===== config.mk =====
export PLATFORM = sky130hd
export DESIGN_NAME = ship_tracker
export DESIGN_NICKNAME = d
export VERILOG_FILES = /design/src/rtl/ship_pkg.sv /design/src/rtl/pos_decode.sv /design/src/rtl/ship_tracker.sv
export SDC_FILE = /design/constraint.sdc
export NUM_CORES = 1
export LEC_CHECK = 0
export CELL_PAD_IN_SITES_DETAIL_PLACEMENT = 0
export CELL_PAD_IN_SITES_GLOBAL_PLACEMENT = 2
export CORE_MARGIN = 5
export CORE_UTILIZATION = 40
export CTS_CLUSTER_DIAMETER = 150
export DETAILED_ROUTE_END_ITERATION = 16
export DONT_BUFFER_PORTS = 1
export GPL_TIMING_DRIVEN = 0
export PLACE_DENSITY = 0.79
export SYNTH_ARGS = -nofsm -noshare
export SYNTH_HDL_FRONTEND = slang
export SYNTH_HIERARCHICAL = 1
export SYNTH_SLANG_ARGS = --single-unit

===== constraint.sdc =====
create_clock -name clk -period 7.66 [get_ports clk]
set_input_delay 1.532 -clock clk [delete_from_list [all_inputs] [get_ports clk]]
set_output_delay 1.532 -clock clk [all_outputs]
set_load 0.03 [all_outputs]

===== src/rtl/ship_pkg.sv =====
// ship_pkg: shared constants and types for the ship tracker.
//   SHIP_LEN  - length of each ship slot (slots 5..7 only used when NUM_SHIPS > 5)
//   MAX_LEN   - widest hit bitmap
//   state_e   - tracker FSM states
//   slot_t    - one placement slot inside the 32-bit ship_data word
package ship_pkg;

  localparam int MAX_SHIPS = 8;
  localparam int IDX_W     = 3;
  localparam int MAX_LEN   = 5;
  localparam int OFF_W     = $clog2(MAX_LEN);

  localparam int SHIP_LEN [MAX_SHIPS] = '{5, 4, 3, 3, 2, 2, 2, 2};

  typedef enum logic [1:0] {
    S_IDLE = 2'd0,
    S_SCAN = 2'd1,
    S_RESP = 2'd2
  } state_e;

  // Slot A occupies [31:21] (pos[31:25], vert[24], idx[23:21]),
  // slot B occupies [20:10] (pos[20:14], vert[13], idx[12:10]).
  typedef struct packed {
    logic [6:0]       pos;
    logic             vert;
    logic [IDX_W-1:0] idx;
  } slot_t;

  localparam int SLOT_W         = $bits(slot_t);
  localparam int SLOT_A_IDX_LSB = 21;
  localparam int SLOT_A_VERT    = 24;
  localparam int SLOT_A_POS_LSB = 25;
  localparam int SLOT_B_IDX_LSB = 10;
  localparam int SLOT_B_VERT    = 13;
  localparam int SLOT_B_POS_LSB = 14;

  // Bitmap value of a fully hit ship.
  function automatic logic [MAX_LEN-1:0] full_mask(input logic [IDX_W-1:0] idx);
    return MAX_LEN'((1 << SHIP_LEN[idx]) - 1);
  endfunction

endpackage


===== src/rtl/pos_decode.sv =====
// pos_decode: splits a linear cell index into row and column.
//   pos_i  - cell index (row*BOARD_DIM + col)
//   row_o  - pos_i / BOARD_DIM
//   col_o  - pos_i % BOARD_DIM
// The divisor is a parameter, so synthesis reduces this to constant logic.
module pos_decode #(
  parameter int BOARD_DIM = 10,
  parameter int POS_W     = 7
) (
  input  logic [POS_W-1:0] pos_i,
  output logic [POS_W-1:0] row_o,
  output logic [POS_W-1:0] col_o
);

  localparam logic [POS_W-1:0] DIM = POS_W'(BOARD_DIM);

  assign row_o = pos_i / DIM;
  assign col_o = pos_i % DIM;

endmodule


===== src/rtl/ship_tracker.sv =====
// ship_tracker: battleship board tracker.
//   clk, rst_n          - clock, async active-low reset
//   ship_data, enable   - two placement slots, loaded when enable is high in IDLE
//   clear               - synchronous new-game clear (highest priority)
//   shot_valid/ready    - shot request handshake, shot_pos is the target cell
//   result_*            - one-cycle shot result (hit, sunk, repeat, ship index)
//   all_sunk            - every loaded ship fully hit
// A shot spends one cycle registering the decoded shot coordinates, then
// checks one ship per cycle in index order; the first matching ship wins.
module ship_tracker
  import ship_pkg::*;
#(
  parameter int NUM_SHIPS = 5,
  parameter int BOARD_DIM = 10,
  parameter int POS_W     = 7
) (
  input  logic             clk,
  input  logic             rst_n,
  input  logic [31:0]      ship_data,
  input  logic             enable,
  input  logic             clear,
  input  logic             shot_valid,
  input  logic [POS_W-1:0] shot_pos,
  output logic             shot_ready,
  output logic             result_valid,
  output logic             result_hit,
  output logic             result_sunk,
  output logic             result_repeat,
  output logic [IDX_W-1:0] result_ship,
  output logic             all_sunk
);

  // Ship storage
  logic [POS_W-1:0]   pos_q [NUM_SHIPS];
  logic [POS_W-1:0]   pos_d [NUM_SHIPS];
  logic [MAX_LEN-1:0] hit_q [NUM_SHIPS];
  logic [MAX_LEN-1:0] hit_d [NUM_SHIPS];
  logic [NUM_SHIPS-1:0] vert_q, vert_d, loaded_q, loaded_d;
  logic all_sunk_q, all_sunk_d;

  // FSM / shot context
  state_e           state_q;
  logic             prime_q;
  logic [IDX_W-1:0] scan_idx_q;
  logic [POS_W-1:0] shot_pos_q, shot_row_q, shot_col_q;
  logic             shot_oob_q;

  logic             result_valid_q, result_hit_q, result_sunk_q, result_repeat_q;
  logic [IDX_W-1:0] result_ship_q;

  slot_t slot_a, slot_b;
  assign slot_a = slot_t'(ship_data[SLOT_A_IDX_LSB +: SLOT_W]);
  assign slot_b = slot_t'(ship_data[SLOT_B_IDX_LSB +: SLOT_W]);

  logic [POS_W-1:0] shot_row_w, shot_col_w, ship_row_w, ship_col_w;

  pos_decode #(.BOARD_DIM(BOARD_DIM), .POS_W(POS_W)) u_shot_dec (
    .pos_i (shot_pos_q),
    .row_o (shot_row_w),
    .col_o (shot_col_w)
  );

  pos_decode #(.BOARD_DIM(BOARD_DIM), .POS_W(POS_W)) u_ship_dec (
    .pos_i (pos_q[scan_idx_q]),
    .row_o (ship_row_w),
    .col_o (ship_col_w)
  );

  // Compare the ship under scan against the registered shot
  logic [POS_W-1:0]   len_w, dcol, drow, off_w;
  logic [MAX_LEN-1:0] hit_mask, hit_new;
  logic               h_ok, v_ok, scan_hit, hit_repeat, hit_sunk;

  always_comb begin
    len_w = POS_W'(SHIP_LEN[scan_idx_q]);
    dcol  = shot_col_q - ship_col_w;
    drow  = shot_row_q - ship_row_w;
    // Same-row / same-col requirement keeps footprints from wrapping past the edge.
    h_ok  = !vert_q[scan_idx_q] && (ship_row_w == shot_row_q) &&
            (shot_col_q >= ship_col_w) && (dcol < len_w);
    v_ok  =  vert_q[scan_idx_q] && (ship_col_w == shot_col_q) &&
            (shot_row_q >= ship_row_w) && (drow < len_w);
    off_w      = vert_q[scan_idx_q] ? drow : dcol;
    hit_mask   = MAX_LEN'(1) << off_w[OFF_W-1:0];
    hit_new    = hit_q[scan_idx_q] | hit_mask;
    hit_repeat = |(hit_q[scan_idx_q] & hit_mask);
    hit_sunk   = !hit_repeat && (hit_new == full_mask(scan_idx_q));
    scan_hit   = (state_q == S_SCAN) && !prime_q && !shot_oob_q &&
                 loaded_q[scan_idx_q] && (h_ok || v_ok);
  end

  // Ship storage next state: clear > load (IDLE only) > hit update
  always_comb begin
    pos_d    = pos_q;
    hit_d    = hit_q;
    vert_d   = vert_q;
    loaded_d = loaded_q;
    if (clear) begin
      for (int i = 0; i < NUM_SHIPS; i++) begin
        pos_d[i] = '0;
        hit_d[i] = '0;
      end
      vert_d   = '0;
      loaded_d = '0;
    end else if (state_q == S_IDLE && enable) begin
      // Slot B is applied after slot A so it wins on a shared index.
      for (int i = 0; i < NUM_SHIPS; i++) begin
        if (slot_a.idx == IDX_W'(i)) begin
          pos_d[i]    = POS_W'(slot_a.pos);
          vert_d[i]   = slot_a.vert;
          loaded_d[i] = 1'b1;
          hit_d[i]    = '0;
        end
        if (slot_b.idx == IDX_W'(i)) begin
          pos_d[i]    = POS_W'(slot_b.pos);
          vert_d[i]   = slot_b.vert;
          loaded_d[i] = 1'b1;
          hit_d[i]    = '0;
        end
      end
    end else if (scan_hit) begin
      hit_d[scan_idx_q] = hit_new;
    end

    all_sunk_d = |loaded_d;
    for (int i = 0; i < NUM_SHIPS; i++)
      if (loaded_d[i] && (hit_d[i] != full_mask(IDX_W'(i)))) all_sunk_d = 1'b0;
  end

  always_ff @(posedge clk or negedge rst_n) begin
    if (!rst_n) begin
      for (int i = 0; i < NUM_SHIPS; i++) begin
        pos_q[i] <= '0;
        hit_q[i] <= '0;
      end
      vert_q          <= '0;
      loaded_q        <= '0;
      all_sunk_q      <= 1'b0;
      state_q         <= S_IDLE;
      prime_q         <= 1'b0;
      scan_idx_q      <= '0;
      shot_pos_q      <= '0;
      shot_row_q      <= '0;
      shot_col_q      <= '0;
      shot_oob_q      <= 1'b0;
      result_valid_q  <= 1'b0;
      result_hit_q    <= 1'b0;
      result_sunk_q   <= 1'b0;
      result_repeat_q <= 1'b0;
      result_ship_q   <= '0;
    end else begin
      pos_q      <= pos_d;
      hit_q      <= hit_d;
      vert_q     <= vert_d;
      loaded_q   <= loaded_d;
      all_sunk_q <= all_sunk_d;

      // Results are only nonzero during their single valid cycle.
      result_valid_q  <= 1'b0;
      result_hit_q    <= 1'b0;
      result_sunk_q   <= 1'b0;
      result_repeat_q <= 1'b0;
      result_ship_q   <= '0;

      if (clear) begin
        state_q    <= S_IDLE;
        prime_q    <= 1'b0;
        scan_idx_q <= '0;
      end else begin
        case (state_q)
          S_IDLE: begin
            if (shot_valid) begin
              shot_pos_q <= shot_pos;
              state_q    <= S_SCAN;
              prime_q    <= 1'b1;
              scan_idx_q <= '0;
            end
          end
          S_SCAN: begin
            if (prime_q) begin
              // Register decoded shot so the divider is off the compare path.
              prime_q    <= 1'b0;
              shot_row_q <= shot_row_w;
              shot_col_q <= shot_col_w;
              shot_oob_q <= (shot_pos_q >= POS_W'(BOARD_DIM * BOARD_DIM));
            end else if (scan_hit) begin
              state_q         <= S_RESP;
              result_valid_q  <= 1'b1;
              result_hit_q    <= 1'b1;
              result_sunk_q   <= hit_sunk;
              result_repeat_q <= hit_repeat;
              result_ship_q   <= scan_idx_q;
            end else if (scan_idx_q == IDX_W'(NUM_SHIPS - 1)) begin
              state_q        <= S_RESP;
              result_valid_q <= 1'b1;
            end else begin
              scan_idx_q <= scan_idx_q + 1'b1;
            end
          end
          S_RESP:  state_q <= S_IDLE;
          default: state_q <= S_IDLE;
        endcase
      end
    end
  end

  assign shot_ready    = (state_q == S_IDLE);
  assign result_valid  = result_valid_q;
  assign result_hit    = result_hit_q;
  assign result_sunk   = result_sunk_q;
  assign result_repeat = result_repeat_q;
  assign result_ship   = result_ship_q;
  assign all_sunk      = all_sunk_q;

  logic unused_bits;
  assign unused_bits = ^{ship_data[SLOT_B_IDX_LSB-1:0], off_w[POS_W-1:OFF_W]};

endmodule


; ---- After elaboration in Yosys (flattened, before gate mapping)
; Memory sizes are Yosys's and may differ from the RTL's.
; Index checks and enable logic that the tools add are counted.
[totals]
mem_bits_rw = 0
input_bits = 44
out_inout_bits = 9
wordCells = 226
mem_bits_ro = 256
mem_count = 1
register_bits = 106
latch_bits = 0
[mem_list]
columns = memory, words, width, rd, rd_ports_with_merged_regs, wr, line
row1 = (name not given), 8, 32, 1, 0, 0, ship_pkg.sv:39  ; return MAX_LEN'((1 << SHIP_LEN[idx]) - 1);
[op_classes]
add_sub_neg = 4
n_mux = 106
reduce_logical = 45
shift = 2
n_lt_le_gt_ge = 8
div_mod_pow = 4
n_eq_ne = 23
multipliers = 0
n_bitwise = 4
[ops]
columns = op, n
row1 = $mux W5, 17
row2 = $mux W7, 12
row3 = $mux W25, 3
row4 = $mux W35, 2
row5 = $mux W32, 2
row6 = $mux W1, 46
row7 = $shl A1 B32 Y5 const A, 1
row8 = $mux W3, 10
row9 = $bwmux W25, 1
row10 = $bmux W7 S3, 1
row11 = $logic_and A1 B1 Y1, 18
row12 = $reduce_bool A3 Y1, 6
row13 = $bmux W5 S3, 1
row14 = $demux W5 S3, 1
row15 = $div A7 B4 Y7 const B, 2
row16 = $eq A7 B7 Y1, 2
row17 = $ge A7 B7 Y1, 2
row18 = $lt A7 B7 Y1, 2
row19 = $mod A7 B4 Y7 const B, 2
row20 = $sub A7 B7 Y7, 2
row21 = $eq A3 B2 Y1 const B, 4
row22 = $ne A3 B3 Y1 const B, 4
row23 = $reduce_and A2 Y1, 6
row24 = $mux W2, 5
row25 = 32 further kinds, 44

; ---- Depth between registers and ports, before layout
; Gate-level depths: netlist (run 1).
[depth]
depth_word = 21
depth_mapped = 29
ltp_nobuf = 22

; ---- By module
; Netlist (run 1), hierarchy kept.
[modules_own_cells]
columns = module, seq_area_each_um2, area_each_um2, n_inst, cells_per_inst
row1 = ship_tracker, 2652.5, 6691.4, 1, 719
row2 = pos_decode, 0.0, 576.8, 2, 90

; ---- Least setup slack after synthesis (run 1)
; No wires, ideal clock.
[synth_path]
path_type = register to register
start = reg scan_idx_q[0]
end = reg all_sunk_q, in the netlist all_sunk
t_arrival_ns = 6.221
setup_ns = 0.080
setup_slack_ns = 1.358
period_less_slack_ns = 6.302
required_ns = 7.580
stages_incl_launch_ff = 28
path_buffers = 5
path_cell_list = dfrtp_1 -> buf_6 -> clkbuf_1 -> buf_1 -> buf_1 -> mux2i_1 -> nor2_1 -> a21oi_1 -> o22ai_1 -> buf_2 -> nor3b_1 -> o21ai_0 -> a31o_2 -> o311ai_1 -> ha_1 -> inv_1 -> fa_1 -> xnor2_1 -> inv_1 -> ha_1 -> or4b_4 -> a2111oi_4 -> and4_4 -> o2111ai_4 -> or4_1 -> a211oi_2 -> o32ai_1 -> nor3_2
[synth_between]
elab_chain_len = 21
elab_cells_between_ends = 61
cone_classes = add/sub: 2 / div: 2 / order compare: 6 / eq/ne: 7 / shift: 1 / mux: 24 / bitwise: 2 / reduce/logical: 16 / memory: 1
[synth_lines]
columns = item, line
row1 = from (decl), ship_tracker.sv:44  ; logic [IDX_W-1:0] scan_idx_q;
row2 = from (signal assigned), ship_tracker.sv:197  ; scan_idx_q <= scan_idx_q + 1'b1;
row3 = $not A3 Y4 (not written as such) *, ship_tracker.sv:64  ; .pos_i (pos_q[scan_idx_q]),
row4 = $bmux W7 S3 *, ship_tracker.sv:64
row5 = $mux W7 (not written as such) * (2 in a row), ship_tracker.sv:64
row6 = $div A7 B4 Y7 *, pos_decode.sv:17  ; assign row_o = pos_i / DIM;
row7 = net ship_row_w[0], ship_tracker.sv:55  ; logic [POS_W-1:0] shot_row_w, shot_col_w, ship_row_w, ship_col_w;
row8 = branches (longest 6 deep; another with $sub A7 B7 Y7), -
row9 = $mux W25 *, ship_tracker.sv:121  ; end else if (scan_hit) begin
row10 = $mux W25 *, ship_tracker.sv:105  ; end else if (state_q == S_IDLE && enable) begin
row11 = $mux W25 *, ship_tracker.sv:98  ; if (clear) begin
row12 = $ne A5 B5 Y1, ship_tracker.sv:127  ; if (loaded_d[i] && (hit_d[i] != full_mask(IDX_W'(i)))) all_sunk_d = 1'b0;
row13 = $logic_and A1 B1 Y1, ship_tracker.sv:127
row14 = $mux W1 (4 in a row), ship_tracker.sv:127
row15 = $mux W1 *, ship_tracker.sv:127
row16 = net all_sunk_d, ship_tracker.sv:39  ; logic all_sunk_q, all_sunk_d;
row17 = to (signal assigned), ship_tracker.sv:156  ; all_sunk_q <= all_sunk_d;
row18 = to (decl), ship_tracker.sv:39
; Mark *: on every way through the listed nets, which the timed path passes. The select of a mux whose other input is x is not followed.
; A chain may end at the register's enable or synchronous reset.

; ---- Final worst setup path (run 1)
[layout_path]
start = reg scan_idx_q[1]
end = reg all_sunk_q, in the netlist all_sunk
; The elaborated chain is that of the path after synthesis.

==> results of run 1 <==
## how the worst min path moves through the flow
stage | from | endpoint | slack (ns) | cells past startpoint
final | shot_col_q[2] | shot_col_q[2] | 0.49 | 2
after global routing | shot_col_q[2] | shot_col_q[2] | 0.53 | 2
after CTS | shot_col_q[2] | shot_col_q[2] | 0.50 | 2
after detailed placement | shot_col_q[2] | shot_col_q[2] | 0.48 | 2
after global placement | shot_col_q[5] | shot_col_q[5] | 0.47 | 2
after floorplan | shot_col_q[2] | shot_col_q[2] | 0.45 | 2
## placed cells by master (no fill, tap or decap), drive strengths merged, types with 6 or more instances in the layout
| cell | Yosys | final |
|---|---|---|
| a2111oi | 7 | 7 |
| a211oi | 46 | 46 |
| a21oi | 40 | 40 |
| a22oi | 8 | 8 |
| a31o | 6 | 6 |
| and2 | 8 | 8 |
| buf | 44 | 45 |
| clkbuf | 28 | 38 |
| conb | 2 | 12 |
| dfrtp | 106 | 106 |
| ha | 21 | 21 |
| inv | 47 | 50 |
| mux2 | 18 | 18 |
| mux2i | 80 | 80 |
| nand2 | 59 | 59 |
| nand2b | 19 | 19 |
| nand3 | 16 | 16 |
| nand3b | 11 | 11 |
| nand4 | 8 | 8 |
| nor2 | 125 | 125 |
| nor2b | 6 | 6 |
| nor3 | 13 | 13 |
| nor3b | 14 | 14 |
| nor4 | 10 | 10 |
| o21ai | 44 | 44 |
| o221ai | 6 | 6 |
| o22ai | 10 | 10 |
| or3b | 6 | 6 |
## routing by layer
layer	GRT usage, %	vias to the layer above	wire, um
met5	0	-	0
met4	4.39	0	272
met3	3.63	18	857
met2	34.4	126	10900
met1	29.2	3370	11000
li1	-	3295	-
## what timing repair did
action	in CTS	in global routing
endpoints found under the setup margin	1	18
hold buffers	0	0
setup buffers	0	3
pin swaps	0	1
resized for setup	1	6
## critical path: stages (launching register included)
cell and delay [ns]:
dfrtp_1 0.43, clkbuf_1 0.39, clkbuf_2 0.33, clkinvlp_4 0.30, nor2_1 0.17, a21oi_1 0.08
o22ai_1 0.31, buf_2 0.27, nor3b_1 0.25, o21ai_0 0.11, a31o_2 0.23, o311ai_1 0.15
ha_1 0.27, inv_1 0.05, fa_1 0.40, xnor2_1 0.35, inv_1 0.13, ha_1 0.23
or4b_4 0.57, a2111oi_4 0.33, and4_4 0.33, o2111ai_4 0.22, or4_1 0.60, a211oi_2 0.25
o32ai_1 0.14, nor3_2 0.13
## state kept, by name (all words and copies together), names as in the netlist, 2 cells and up
name,count
pos_q,35
hit_q,25
scan_idx_q,3
state_q,2
loaded_q,5
shot_pos_q,7
shot_col_q,7
vert_q,5
result_ship,3
shot_row_q,7
## logic make-up after synthesis
| kind of cell | count (synthesis) |
|---|---|
| multiplexers | 98 |
| buffers and inverters | 120 |
| XOR/XNOR | 7 |
| AND/OR/NAND/NOR | 320 |
| flip-flops | 106 |
| AO/OA/AOI/OAI | 222 |
| adder cells (fa/ha/maj) | 24 |
| other | 2 |
## final cells by class
class | count | share of cell area [%]
multi-input combinational | 683 | 54.7
sequential | 106 | 31.0
buffer | 71 | 4.46
tap | 265 | 3.87
clock buffer | 9 | 2.63
inverter | 48 | 2.15
clock inverter | 6 | 0.979
timing repair buffer | 3 | 0.263
## power groups by stage
stage               clock network, uW  logic [uW]  registers, uW
finish                            503         844            659
global route                      538         930            670
CTS                               517         829            661
detailed placement                  0         822            670
global placement                    0         807            668
floorplan                           0         626            655
## stage by stage
step / instances / instance area [sq um]
finish: 1191 / 8560
global placement: 1174 / 8210
detailed placement: 1174 / 8210
floorplan: 909 / 7880
CTS: 1189 / 8520
global route: 1191 / 8560
==> metrics.yaml, run 1 <==
netlist_area_sq_um: 7850
r2r_slack_ns: 0.54
ir_drop_uv: 98.4
clk_pin_slew_ns: 0.08
ant_nets: 0
syn2layout_area_growth_pct: 9.17
start_util_pct: 40.4
clock_latency_ns: 0.36
rows: 51
synth_common_cells: "nor2_1 (125), dfrtp_1 (106), mux2i_1 (80), nand2_1 (59), inv_1 (46)"
period_share_pct: 93.0
pwr-share-comb_pct: 42.1
layout-drive-gt1-share_pct: 11.3
final.setup.worst_slack_ns: 0.536
grt.overflow.total: 0
area.sequential_sq_um: 2650
reg2reg_to: "all_sunk"
boundaryPins: 53
synth-simple-area-share_pct: 20.9
fin_worst_skew_ns: 0.00957
dieArea_sq_um: 22500
endpoint_kind: "flip-flop"
dieHeight_um: 150
critPathMaxFanout: 10
r2r-start: "scan_idx_q[1]"
core_area_sq_um: 19400
via_per_inst: 5.72
multi_input_area_sq_um: 4680
seqPwrFrac_pct: 32.9
diodes: 0
synth-main-ff-cell: "dfrtp_1"
hold_slack_ns: 0.492
synth_top_family_by_area: "simple AND/OR/NAND/NOR gates"
die_w_um: 150
total_power_uw: 2010
crit_arrival_ns: 7.41
syn_area_per_cell_sq_um: 8.73
layout_min_cycle_time_ns: 7.12
startpoint_type: "flip-flop"
fmax_ghz: 0.140
crit_start: "scan_idx_q[1]"
outcome: "complete, no violations"
required_ns: 7.94
synth-async-reset-ratio_pct: 100
cts_made_buffers: 9
place_ws_ns: -0.183
fill_cells: 1965
final_max_slew_viol_count: 0
reg2reg_depth: 25
synth_cell_types: 86
pwr-share-clk_pct: 25.0
firstDrtPassIters: 5
synth_top_area_share_pct: 33.8
tightestPinTransition_ns: 1.36
finalHoldViolCount: 0
synth_cells: 899
crit_type: "flip-flop to flip-flop"
grt_pass1_vias: 6853
synth_compound_area_share_pct: 20.4
grt_pass1_wl_mm: 37.5
yosys-mux-area-fraction_pct: 12.8
drt_wl_total_mm: 23.1
cts_tree: "done"
net-switching-power_uw: 814
num_vias: 6809
cts_buffer_depth: 2
root_buffer: "clkbuf_16"
setup_tns_ns: 0
max-slew-margin-rel_pct: 8.11
synth-edff-count: 0
wl_per_cell_um: 19.4
synthTopCellsByArea: "dfrtp_1 (34%), mux2i_1 (10%), nor2_1 (6.0%)"
synth_xor_area_share_pct: 0.781
fin_util_pct: 44.1
clock-sinks: 106
ys_seq_area_share_pct: 33.8
synth_fa_ha_area_share_pct: 3.99
critPathCapture: "all_sunk"
port_buffers: 0
powerDensity_nw_per_um2: 234
ys_ff_latch: 106
holdCritPathClass: "flip-flop to flip-flop"
grt_start_max_net_pins: 107
first_iter_violations: 410
yosysMostFrequentCell: "nor2_1"
place_hpwl_mm: 17.4
intPower_uw: 1190
cap_viol_max_count: 0
synth_top_cell_by_area: "dfrtp_1"
nets: 989
cellLeakagePower_uw: 0.00360
place_congestion: 0.834
switching_share_pct: 40.6
rsz0062_at_grt: "false"
setup_viol: 0
antenna_found_initial: 0
htree_levels: 3
grt_util_all_layers_pct: 21.0
yosysWarnings: 6
drc: 0
Power figures use the tool's default switching activity.
==> inputs of run 2 (changes only) <==
--- a/config.mk
+++ b/config.mk
@@ -14,6 +14,7 @@
 export DONT_BUFFER_PORTS = 1
 export GPL_TIMING_DRIVEN = 0
 export PLACE_DENSITY = 0.79
+export SLEW_MARGIN = 20
 export SYNTH_ARGS = -nofsm -noshare
 export SYNTH_HDL_FRONTEND = slang
 export SYNTH_HIERARCHICAL = 1
==> metrics.yaml, run 2 (same netlist as run 1, synthesis figures left out) <==
outcome: "complete, no violations"
top_register: "pos_q"
final_common_cell: "nor2_1"
multi_input_area_sq_um: 4690
drt_wl_total_mm: 22.9
final.setup.worst_slack_ns: 0.513
place_congestion: 0.834
tightestPinTransition_ns: 0.936
reg.largest.list: "pos_q x35, hit_q x25"
layout-drive-gt1-share_pct: 11.3
fin_util_pct: 43.9
core_area_sq_um: 19400
fin_area_sq_um: 8520
setup_viol: 0
boundaryPins: 53
cap_viol_max_count: 0
syn2layout_area_growth_pct: 8.63
r2r_slack_ns: 0.51
clock-sinks: 106
ant_nets: 0
max-slew-margin-rel_pct: 37.6
ir_drop_uv: 98.2
antenna_found_initial: 0
drc: 0
first_iter_violations: 465
endpoint_kind: "flip-flop"
finalHoldViolCount: 0
place_hpwl_mm: 17.3
place_ws_ns: -0.176
layout_min_cycle_time_ns: 7.15
dieArea_sq_um: 22500
fin_worst_skew_ns: 0.00964
final_cell_mix: "nor2_1 (125), dfrtp_1 (106), mux2i_1 (80)"
fmax_ghz: 0.140
die_w_um: 150
period_share_pct: 93.3
critPathMaxFanout: 10
clock_latency_ns: 0.36
cts_made_buffers: 9
placed_area_sq_um: 8220
crit_chain: "clkbuf_1 -> clkbuf_2 -> clkbuf_1 -> a31oi_1 -> o21ai_1 -> buf_2 -> nand2_1 -> o311ai_1 -> ha_1 -> inv_1 -> fa_1 -> xnor2_1 -> inv_1 -> ha_1 -> or4b_4 -> a2111oi_4 -> and4_4 -> o2111ai_4 -> or4_1 -> a211oi_2 -> o32ai_1 -> nor3_2"
slowest_delay_ns: 0.62
cellLeakagePower_uw: 0.00358
root_buffer: "clkbuf_16"
required_ns: 7.94
clk_pin_slew_ns: 0.08
rsz0062_at_grt: "false"
rows: 51
area.sequential_sq_um: 2650
postCtsSetupBuffers: 0
hold_slack_ns: 0.492
grt.overflow.total: 0
total_power_uw: 1980
start_util_pct: 40.4
cp_slowest_cell: "or4_1"
cts_tree: "done"
via_per_inst: 5.70
dieHeight_um: 150
holdCritPathClass: "flip-flop to flip-flop"
grt_pass1_wl_mm: 37.3
cts_buffer_depth: 2
largest_reg_flops: 35
fill_cells: 1977
port_buffers: 0
wl_per_cell_um: 19.3
num_vias: 6772
powerDensity_nw_per_um2: 232
crit_arrival_ns: 7.42
htree_levels: 3
nets: 986
grt_util_all_layers_pct: 20.9
final_max_slew_viol_count: 0
firstDrtPassIters: 5
crit_type: "flip-flop to flip-flop"
grt_start_max_net_pins: 107
diodes: 0
grt_pass1_vias: 6704
startpoint_type: "flip-flop"
==> run 2: stage by stage <==
| stage | std cells | setup TNS, ns |
|---|---|---|
| floorplan | 909 | 0 |
| global placement | 1174 | -0.104 |
| detailed placement | 1174 | -0.176 |
| CTS | 1189 | 0 |
| global route | 1188 | 0 |
| finish | 1188 | 0 |
==> run 2: final cells by class <==
cell class / instances / share of cell area, %
Inverter: 48 / 2.16
Buffer: 71 / 4.48
Multi-Input combinational cell: 683 / 55.0
Clock buffer: 9 / 2.64
Clock inverter: 6 / 0.675
Sequential cell: 106 / 31.1
Tap cell: 265 / 3.89
==> run 2: repair_timing <==
item                                    4_1_cts  5_1_grt
hold buffers                                  0        0
resized for setup                             1        6
endpoints found under the setup margin        1       22
==> run 2: layer usage <==
layer  routed length, um  GRT usage, %  vias up
li1                    -             -     3294
met1               11000          29.5     3291
met5                   0             0        -
met2               10500          33.6      159
met3                 942          3.15       28
met4                 435          5.67        0
==> run 2: final timing paths <==
check                                end     startpoint  cells after the start
max                             all_sunk  scan_idx_q[1]                     22
min                        shot_col_q[2]  shot_col_q[2]                      2
min in group asynchronous  shot_pos_q[5]          rst_n                      0
max in group asynchronous  shot_row_q[5]          rst_n                      0
max reg2reg                     all_sunk  scan_idx_q[1]                     22
min reg2reg                shot_col_q[2]  shot_col_q[2]                      2
==> run 2: where the power goes <==
| group | total [uW] | internal [uW] | switching, uW |
|---|---|---|---|
| logic | 848 | 323 | 525 |
| registers | 660 | 614 | 46.0 |
| clock network | 468 | 228 | 240 |
| total | 1980 | 1160 | 811 |
==> run 2: worst max-delay path: cells and delay by family, from the launching register on <==
kind / cells / cell delay (ns)
DFF: 1 / 0.41
adders and majority gates: 3 / 0.89
AOI/OAI and AO/OA: 7 / 2.00
xor gates and xnor gates: 1 / 0.35
and+or+nand+nor: 5 / 1.79
buffers and inverters: 6 / 1.59
==> inputs of run 3 (changes only) <==
--- a/config.mk
+++ b/config.mk
@@ -8,12 +8,13 @@
 export CELL_PAD_IN_SITES_DETAIL_PLACEMENT = 0
 export CELL_PAD_IN_SITES_GLOBAL_PLACEMENT = 2
 export CORE_MARGIN = 5
-export CORE_UTILIZATION = 40
+export CORE_UTILIZATION = 37
+export CTS_BUF_LIST = sky130_fd_sc_hd__clkbuf_4
 export CTS_CLUSTER_DIAMETER = 150
 export DETAILED_ROUTE_END_ITERATION = 16
 export DONT_BUFFER_PORTS = 1
 export GPL_TIMING_DRIVEN = 0
-export PLACE_DENSITY = 0.79
+export PLACE_DENSITY = 0.77
 export SLEW_MARGIN = 20
 export SYNTH_ARGS = -nofsm -noshare
 export SYNTH_HDL_FRONTEND = slang
==> constraint.sdc (replaced) <==
create_clock -name clk -period 6.46 [get_ports clk]
set_input_delay 1.292 -clock clk [delete_from_list [all_inputs] [get_ports clk]]
set_output_delay 1.292 -clock clk [all_outputs]
set_load 0.03 [all_outputs]
==> metrics.yaml, run 3 (same netlist as run 1, synthesis figures left out) <==
first_iter_violations: 479
place_hpwl_mm: 17.2
grt_pass1_wl_mm: 37.6
root_buffer: "clkbuf_4"
nets: 996
finalHoldViolCount: 0
drc: 0
clock_latency_ns: 0.53
htree_levels: 3
grt_start_max_net_pins: 107
fin_worst_skew_ns: 0.0287
crit_arrival_ns: 6.65
final_max_slew_viol_count: 0
ant_nets: 0
clk_pin_slew_ns: 0.21
setup_tns_ns: 0
wl_per_cell_um: 19.1
rsz0062_at_grt: "false"
total_power_uw: 2180
cap_viol_max_count: 0
cts_hold_buffers: 0
cellLeakagePower_uw: 0.00362
firstDrtPassIters: 5
cp_slowest_cell: "or4b_4"
outcome: "complete, no violations"
critPathMaxFanout: 10
cts_buffer_depth: 2
boundaryPins: 53
syn2layout_area_growth_pct: 9.51
final_common_cell: "nor2_1"
hold_slack_ns: 0.441
cts_made_buffers: 9
via_per_inst: 5.61
place_inst: 1184
crit_type: "flip-flop to flip-flop"
cts_tree: "done"
reg.largest.list: "pos_q x35, hit_q x25"
max-slew-margin-rel_pct: 42.3
slowest_delay_ns: 0.57
grt.overflow.total: 0
layout-drive-gt1-share_pct: 14.1
final_cell_mix: "nor2_1 (125), dfrtp_1 (106), mux2i_1 (80)"
grt_pass1_vias: 6857
fmax_ghz: 0.162
period_share_pct: 95.8
num_vias: 6799
clock-sinks: 106
dieHeight_um: 156
dieArea_sq_um: 24200
die_w_um: 156
port_buffers: 0
startpoint_type: "flip-flop"
powerDensity_nw_per_um2: 253
path_common_cell: "inv_1"
core_area_sq_um: 21000
setup_viol: 0
largest_reg_flops: 35
ir_drop_uv: 96.8
holdCritPathClass: "input pin to asynchronous set/reset pin"
antenna_found_initial: 1
rows: 53
top_register: "pos_q"
finalNonFillerCells: 1211
tightestPinTransition_ns: 0.865
required_ns: 6.92
layout_min_cycle_time_ns: 6.19
grt_util_all_layers_pct: 19.4
start_util_pct: 37.4
place_congestion: 0.803
crit_chain: "buf_6 -> clkbuf_1 -> mux2_2 -> a32oi_1 -> o21ai_2 -> buf_2 -> nor3b_1 -> o21ai_0 -> a31o_2 -> o311ai_2 -> ha_2 -> inv_1 -> fa_2 -> xnor2_2 -> inv_1 -> ha_1 -> or4b_4 -> a2111oi_4 -> and4_4 -> o2111ai_4 -> or4_4 -> a211oi_4 -> o32ai_2 -> nor3_2"
endpoint_kind: "flip-flop"
drt_wl_total_mm: 23.2
[run 3: changes by cell type in the layout (fill, tap and decap cells not counted), moves of 2 or more]
cell / before / now
clkbuf_1: 26 / 21
clkinv_8: 0 / 2
inv_6: 3 / 1
clkbuf_4: 0 / 12
buf_2: 17 / 14
clkbuf_16: 9 / 0
diode_2: 0 / 2
buf_4: 16 / 28
[run 3: through the flow]
stage                     setup slack, ns  utilization (%)  area [sq um]
after floorplan                     0.158                -          7880
after global placement              -1.56             39.3          8230
after detailed placement            -1.50             39.3          8230
after CTS                          0.0106             40.5          8490
after global routing               0.0116             41.0          8590
final                               0.269             41.0          8590
[run 3: layout make-up]
type / count / area (sq um)
Multi-Input combinational cell: 683 / 4770
Timing Repair Buffer: 11 / 82.6
Fill cell: 2224 / 12400
Sequential cell: 106 / 2650
Clock inverter: 7 / 81.3
Buffer: 70 / 409
Antenna cell: 2 / 5.00
Tap cell: 275 / 344
Clock buffer: 9 / 67.6
Inverter: 48 / 183
[run 3: timing repair]
| action | in CTS | in global routing |
|---|---|---|
| gates resized for setup | 23 | 19 |
| pin swaps | 4 | 6 |
| buffers inserted | 4 | 7 |
| setup endpoints to repair | 38 | 12 |
| endpoints found under the hold margin | 0 | 0 |
[run 3: path summary, 6_finish.rpt]
| kind | startpoint | cells after the start | slack [ns] | endpoint |
|---|---|---|---|---|
| worst min register to register | shot_row_q[6] | 2 | 0.52 | shot_row_q[6] |
| min in group clk | shot_row_q[6] | 2 | 0.52 | shot_row_q[6] |
| max in group asynchronous | rst_n | 0 | 5.79 | hit_q[15] |
| worst min-delay path | rst_n | 0 | 0.44 | pos_q[32] |
| worst max register to register | scan_idx_q[2] | 24 | 0.27 | all_sunk |
| worst max-delay path | scan_idx_q[2] | 24 | 0.27 | all_sunk |
[run 3: power breakdown]
part	leakage [uW]	switching [uW]	internal [uW]	total, uW
Clock	0.0000801	278	93.8	371
Sequential	0.00143	53.7	728	782
Combinational	0.00211	617	405	1020
[run 3: routing by layer]
layer	up-vias	share of wire [%]	track usage [%]
met4	0	1.1	3.92
met2	133	47	31.9
met3	18	4.2	3.16
li1	3315	-	-
met1	3333	48	27.1
met5	-	0	0
[run 3: worst max-delay path, delay by kind of cell, from the launching register on]
family                     cells  cell delay, ns
xor gates and xnor gates       1            0.17
and+or+nand+nor                5            1.84
buffers and inverters          5            0.95
muxes                          1            0.40
AOI/OAI and AO/OA              9            1.56
DFF                            1            0.38
adders and majority gates      3            0.83
